## config.mk

```make
export PLATFORM = sky130hd
export DESIGN_NAME = lsb_req_serializer
export DESIGN_NICKNAME = d
export VERILOG_FILES = /design/src/rtl/lsb_ser_pkg.sv /design/src/rtl/lsb_enc.sv /design/src/rtl/lsb_req_serializer.sv
export SDC_FILE = /design/constraint.sdc
export NUM_CORES = 1
export LEC_CHECK = 0
export CELL_PAD_IN_SITES_DETAIL_PLACEMENT = 1
export CELL_PAD_IN_SITES_GLOBAL_PLACEMENT = 1
export CORE_MARGIN = 8
export CORE_UTILIZATION = 31
export CTS_CLUSTER_DIAMETER = 200
export CTS_CLUSTER_SIZE = 28
export DETAILED_ROUTE_END_ITERATION = 7
export GPL_TIMING_DRIVEN = 0
export PLACE_DENSITY_LB_ADDON = 0.1
export REMOVE_ABC_BUFFERS = 1
export SETUP_SLACK_MARGIN = 0.2
export SYNTH_ARGS = -nofsm -noshare
export SYNTH_HDL_FRONTEND = slang
export SYNTH_SLANG_ARGS = --single-unit
```

## constraint.sdc

```tcl
create_clock -name clk -period 3.3 [get_ports clk]
set_input_delay 0.495 -clock clk [delete_from_list [all_inputs] [get_ports clk]]
set_output_delay 0.495 -clock clk [all_outputs]
set_load 0.01 [all_outputs]
```

## src/rtl/lsb_ser_pkg.sv

```systemverilog
`default_nettype none
// ============================================================================
//  Module      : lsb_ser_pkg
//  Description : Shared sizes and FSM state type for the lowest-set-bit
//                request serializer.
//  Revision    : 1.0 - initial release
// ============================================================================
package lsb_ser_pkg;

    // Request mask width and the derived position width.
    localparam int N = 4;
    localparam int W = $clog2(N);

    typedef enum logic {
        IDLE = 1'b0,
        BUSY = 1'b1
    } state_t;

endpackage : lsb_ser_pkg
`default_nettype wire

```

## src/rtl/lsb_enc.sv

```systemverilog
`default_nettype none
// ============================================================================
//  Module      : lsb_enc
//  Description : Combinational lowest-set-bit encoder. Returns the index of
//                the least significant set bit; returns 0 for a zero input.
//  Revision    : 1.0 - initial release
// ============================================================================
module lsb_enc #(
    parameter int N = 4,
    parameter int W = $clog2(N)
) (
    input  logic [N-1:0] req_i,
    output logic [W-1:0] pos_o
);

    // Scan from the top down so the lowest set bit is the last one written.
    always_comb begin
        pos_o = '0;
        for (int i = N - 1; i >= 0; i--) begin
            if (req_i[i]) begin
                pos_o = i[W-1:0];
            end
        end
    end

endmodule : lsb_enc
`default_nettype wire

```

## src/rtl/lsb_req_serializer.sv

```systemverilog
`default_nettype none
// ============================================================================
//  Module      : lsb_req_serializer
//  Description : Accepts a request mask and streams out the positions of its
//                set bits, lowest first, one per out_valid/out_ready
//                handshake. Pulses done for one cycle when a batch ends.
//  Revision    : 1.0 - initial release
// ============================================================================
module lsb_req_serializer
    import lsb_ser_pkg::*;
(
    input  logic           clk,
    input  logic           rst,
    input  logic           in_valid,
    input  logic [N-1:0]   in_mask,
    output logic           in_ready,
    output logic           out_valid,
    output logic [W-1:0]   out_pos,
    output logic           out_last,
    input  logic           out_ready,
    output logic           done,
    output logic [W:0]     count
);

    localparam logic [N-1:0] MASK_ONE  = {{(N-1){1'b0}}, 1'b1};
    localparam logic [W:0]   COUNT_ONE = {{W{1'b0}}, 1'b1};

    state_t         state_q, state_d;
    logic [N-1:0]   mask_q,  mask_d;
    logic [W:0]     count_q, count_d;
    logic           done_q,  done_d;

    logic [N-1:0]   mask_cleared;
    logic [W-1:0]   enc_pos;

    // Single encoder on the registered mask; outputs are glitch-free from regs.
    lsb_enc #(
        .N (N),
        .W (W)
    ) u_lsb_enc (
        .req_i (mask_q),
        .pos_o (enc_pos)
    );

    assign mask_cleared = mask_q & (mask_q - MASK_ONE);

    assign in_ready  = (state_q == IDLE);
    assign out_valid = (state_q == BUSY);
    assign out_pos   = enc_pos;
    // Only one bit left means this handshake finishes the batch.
    assign out_last  = (mask_cleared == '0);
    assign done      = done_q;
    assign count     = count_q;

    // Next-state: accept in IDLE, retire one bit per handshake in BUSY.
    always_comb begin
        state_d = state_q;
        mask_d  = mask_q;
        count_d = count_q;
        done_d  = 1'b0;
        unique case (state_q)
            IDLE: begin
                if (in_valid) begin
                    mask_d  = in_mask;
                    count_d = '0;
                    if (in_mask != '0) begin
                        state_d = BUSY;
                    end else begin
                        // Empty batch completes immediately.
                        done_d = 1'b1;
                    end
                end
            end
            BUSY: begin
                if (out_ready) begin
                    mask_d  = mask_cleared;
                    count_d = count_q + COUNT_ONE;
                    if (out_last) begin
                        state_d = IDLE;
                        done_d  = 1'b1;
                    end
                end
            end
            default: begin
                state_d = IDLE;
            end
        endcase
    end

    // State, mask, count and done registers with synchronous reset.
    always_ff @(posedge clk) begin
        if (rst) begin
            state_q <= IDLE;
            mask_q  <= '0;
            count_q <= '0;
            done_q  <= 1'b0;
        end else begin
            state_q <= state_d;
            mask_q  <= mask_d;
            count_q <= count_d;
            done_q  <= done_d;
        end
    end

endmodule : lsb_req_serializer
`default_nettype wire
```

* Word level (Yosys, flattened, before mapping) *
Index checks and enable logic that the tools add are counted.

storage, ports and cells
  register bits after elaboration = 9
  output and inout port bits = 9
  input port bits = 8
  logic and storage cells = 33

cells by class
  add/sub/neg operators = 2
  multiplexer cells = 20
  reduce and logical (&&, ||, !) cells = 3
  eq/ne operators = 2
  bitwise operators = 2

operator list
  operator                                           count
  two-way mux 1 bit                                  8
  two-way mux 2 bit                                  4
  two-way mux 4 bit                                  2
  one-hot mux 4 bit (2 select lines)                 1
  two-way mux 3 bit                                  2
  one-hot mux 3 bit (2 select lines)                 1
  bitwise AND 4 bit                                  1
  zero test 4 bit                                    1
  != test 2 bit (second input constant)              2
  one-hot mux 1 bit (2 select lines)                 2
  nonzero test 4 bit                                 1
  subtractor 4 x 1 -> 4 bit (second input constant)  1
  adder 3 x 1 -> 3 bit (second input constant)       1
  AND reduction 2 bit                                1
  NOT 1 bit                                          1

* Logic depth before layout (Yosys ltp) *
  word-level depth = 6
  depth in mapped cells = 5
  gate-level depth less buffers = 4

* Hierarchy *
From an unflattened synthesis, not the netlist that was laid out.

unflattened totals
  cell total of the unflattened synthesis = 54
  area, all modules = 461.7 um^2

by module, submodules not included
  module              area each (um^2)  instances  seq. area each (um^2)  cells an instance
  lsb_req_serializer  434.2             1          180.2                  49
  lsb_enc             27.5              1          0.0                    5

* Worst setup path after synthesis *
Ideal clock, no wire load.

  path type = reg-to-output
  start = register mask_q[0]
  end = output out_last
  data arrival time = 838 ps
  required time = 2805 ps
  setup slack = 1967 ps
  buffers on the path = 0
  stages on the path, launching flop included = 3
  cell sequence = dfxtp_1 > maj3_2 > o21ai_2

between the ends
  cells in the longest elaborated chain, start to end = 3

ends and longest elaborated chain
  item                       RTL line                  source
  start, declared            lsb_req_serializer.sv:29  logic [N-1:0] mask_q, mask_d;
  start signal, assigned     lsb_req_serializer.sv:99  mask_q <= mask_d;
  subtractor 4 x 1 -> 4 bit  lsb_req_serializer.sv:45  assign mask_cleared = mask_q & (mask_q - MASK_ONE);
  bitwise AND 4 bit (*)      lsb_req_serializer.sv:45
  zero test 4 bit (*)        lsb_req_serializer.sv:51  assign out_last = (mask_cleared == '0);
  end, declared              lsb_req_serializer.sv:19  output logic out_last,

Every way passes the cells marked *; elsewhere a longest branch is shown, timed or not.

* Worst setup path in the final report *
Ends and elaborated chain as after synthesis.

==> flow_metrics.tcl <==
set metrics [dict create \
    start_util_pct 33.8 \
    layout_common_cells "clkdlybuf4s50_1, nor2_1, dfxtp_1" \
    clock_sinks 9 \
    tightest_slew_ns 0.441 \
    power.density_mw_per_mm2 413 \
    n_antenna_cell 0 \
    clk_pin_slew_ns 0.06 \
    vias 461 \
    num_rows 13 \
    fin_cells 86 \
    hold_class "reg2reg" \
    synth_fa_ha_area_share_pct 5.34 \
    synth-compound-area-share_pct 24.7 \
    r2r_cells 3 \
    crit_path_start_kind "register" \
    skew_ns 0.00150 \
    synth_area_per_cell_um2 8.25 \
    die_w_um 53.9 \
    dr.pass1.iters 4 \
    muxShareOfSynthArea_pct 4.49 \
    path_max_fanout 7 \
    dp_hpwl_um 993 \
    grt_pass1_wl_um 2040 \
    grt_use_total_pct 9.75 \
    via_per_inst 5.36 \
    hold_violations 0 \
    max_freq_mhz 447 \
    crit_path_top_delay_cell "clkdlybuf4s50_1" \
    routedWlPerCell_um 14.6 \
    synth_top_family_by_area "compound AO/OA/AOI/OAI gates" \
    postCtsSetupBuffers 0 \
    placedCellCount 82 \
    clockRootBuffer "clkbuf_4" \
    cts_buffers 3 \
    yosysTopAreaCell "dfxtp_1" \
    outcome "complete, no violations" \
    required_ns 2.80 \
    drt_iter0_markers 2 \
    core-area_mm2 0.00132 \
    setup_viol 0 \
    total_power_uw 264 \
    synth_seq_cells 9 \
    ir_drop_v 0.000266 \
    synth_xor_area_share_pct 0 \
    wirelength_um 1260 \
    synthDominantCellAreaShare_pct 40.4 \
    cts_tree "built" \
    route.detailed.drc 0 \
    ys_top_cells_by_area "dfxtp_1, nor2_1, a21oi_1, mux2i_1, nand2_1" \
    drive_gt1_share_pct 11.3 \
    antenna_found_initial 0 \
    insertion_delay_ns 0.27 \
    dieHeight_um 53.9 \
    post_cts_resized 0 \
    die_area_mm2 0.00291 \
    crit_chain "maj3_2 -> o21ai_2 -> clkdlybuf4s50_1" \
    grt_pass1_vias 408 \
    syn_to_final_growth_pct 43.5 \
    syn_inst 54 \
    overflow 0 \
    synth_area_um2 445 \
    holdWs_ns 0.542 \
    ant_nets 0 \
    p_leak_nw 0.241 \
    grt_max_degree 13 \
    mostFrequentLayoutCell "clkdlybuf4s50_1" \
    synth_warnings 0 \
    max_stage_delay_ns 0.57 \
    slew_headroom_pct 70.3 \
    ys_types 25 \
    drv_cap 0 \
    min_period_ns 2.24 \
    final_area_um2 639 \
    port_buffers 16 \
    ys_seq_area_share_pct 40.4 \
    crit_type "reg2out" \
    fin_nets 81 \
    holdPathStages 2 \
    cp-end-kind "output port" \
    min_period_over_period_pct 67.8 \
    setup_tns_ns 0 \
    drv_slew 0 \
    synth_simple_gate_area_share_pct 19.7 \
    cts_hold_buf 0 \
    grt_setup_unrepaired "false" \
    placed_cell_area_um2 612 \
    cts.path.max_buffers 2 \
    cp_data_arrival_time_ns 1.74 \
    routabilityCongestion 0.707 \
    h-tree-depth 1 \
    ios 17 \
]
## final cells by class
cell class                      instances  area, um^2
Fill cell                             164         678
Multi-Input combinational cell         39         241
Sequential cell                         9         180
Timing Repair Buffer                   16         160
Clock buffer                            3        22.5
Tap cell                               15        18.8
Inverter                                3        11.3
Clock inverter                          1        5.00
## layer usage
metal	GRT usage (%)	vias up	part of all wire [%]
met5	0	-	0
met4	3.78	0	0.80
met3	5.79	3	8.0
met2	14.1	14	44
met1	11.5	215	47
li1	-	229	-
## sequential cells by signal, summed over array words and instances (netlist names)
register,flops
out_valid,1
done,1
mask_q,4
count,3
## path summary, 6_finish.rpt
check             startpoint         to  slack (ns)
hold / removal      count[1]   count[1]        0.54
setup / recovery   mask_q[0]   out_last        1.06
setup reg to reg   out_valid  mask_q[2]        2.03
hold reg to reg     count[1]   count[1]        0.54
## metrics by stage
step / utilization, % / setup WS (ns)
after global placement: 46.4 / 1.36
after detailed placement: 46.4 / 1.36
after global routing: 48.5 / 0.976
after floorplan: - / 1.97
final: 48.5 / 1.06
after CTS: 48.5 / 1.05
## synth_stat cells (all sizes together)
| master | instances |
|---|---|
| a21oi | 5 |
| a22oi | 2 |
| a311oi | 1 |
| a31oi | 1 |
| a32oi | 2 |
| and2b | 1 |
| buf | 2 |
| clkbuf | 1 |
| dfxtp | 9 |
| ha | 1 |
| inv | 3 |
| maj3 | 1 |
| mux2i | 2 |
| nand2 | 5 |
| nor2 | 9 |
| nor3 | 2 |
| nor4 | 1 |
| o211ai | 1 |
| o21a | 1 |
| o21ai | 2 |
| o311ai | 1 |
| or3 | 1 |
## worst max-delay path, delay by kind of cell (launching register included)
family | cells | cell delay, ns
buffers and inverters | 1 | 0.57
flip-flops | 1 | 0.38
AO/OA/AOI/OAI | 1 | 0.18
adder cells (fa/ha/maj) | 1 | 0.34
## power breakdown
group	internal, mW	switching [mW]	total, mW
clock	0.0449	0.0431	0.0880
sequential	0.114	0.00917	0.123
combinational	0.0299	0.0233	0.0532
total	0.189	0.0756	0.264
## kinds of logic after synthesis
kind of cell	count (synthesis)
simple gates	19
flops	9
compound gates	16
buf+inv	6
mux	2
fa+ha+maj	2
Note: power is estimated with default switching activity, not from simulation.
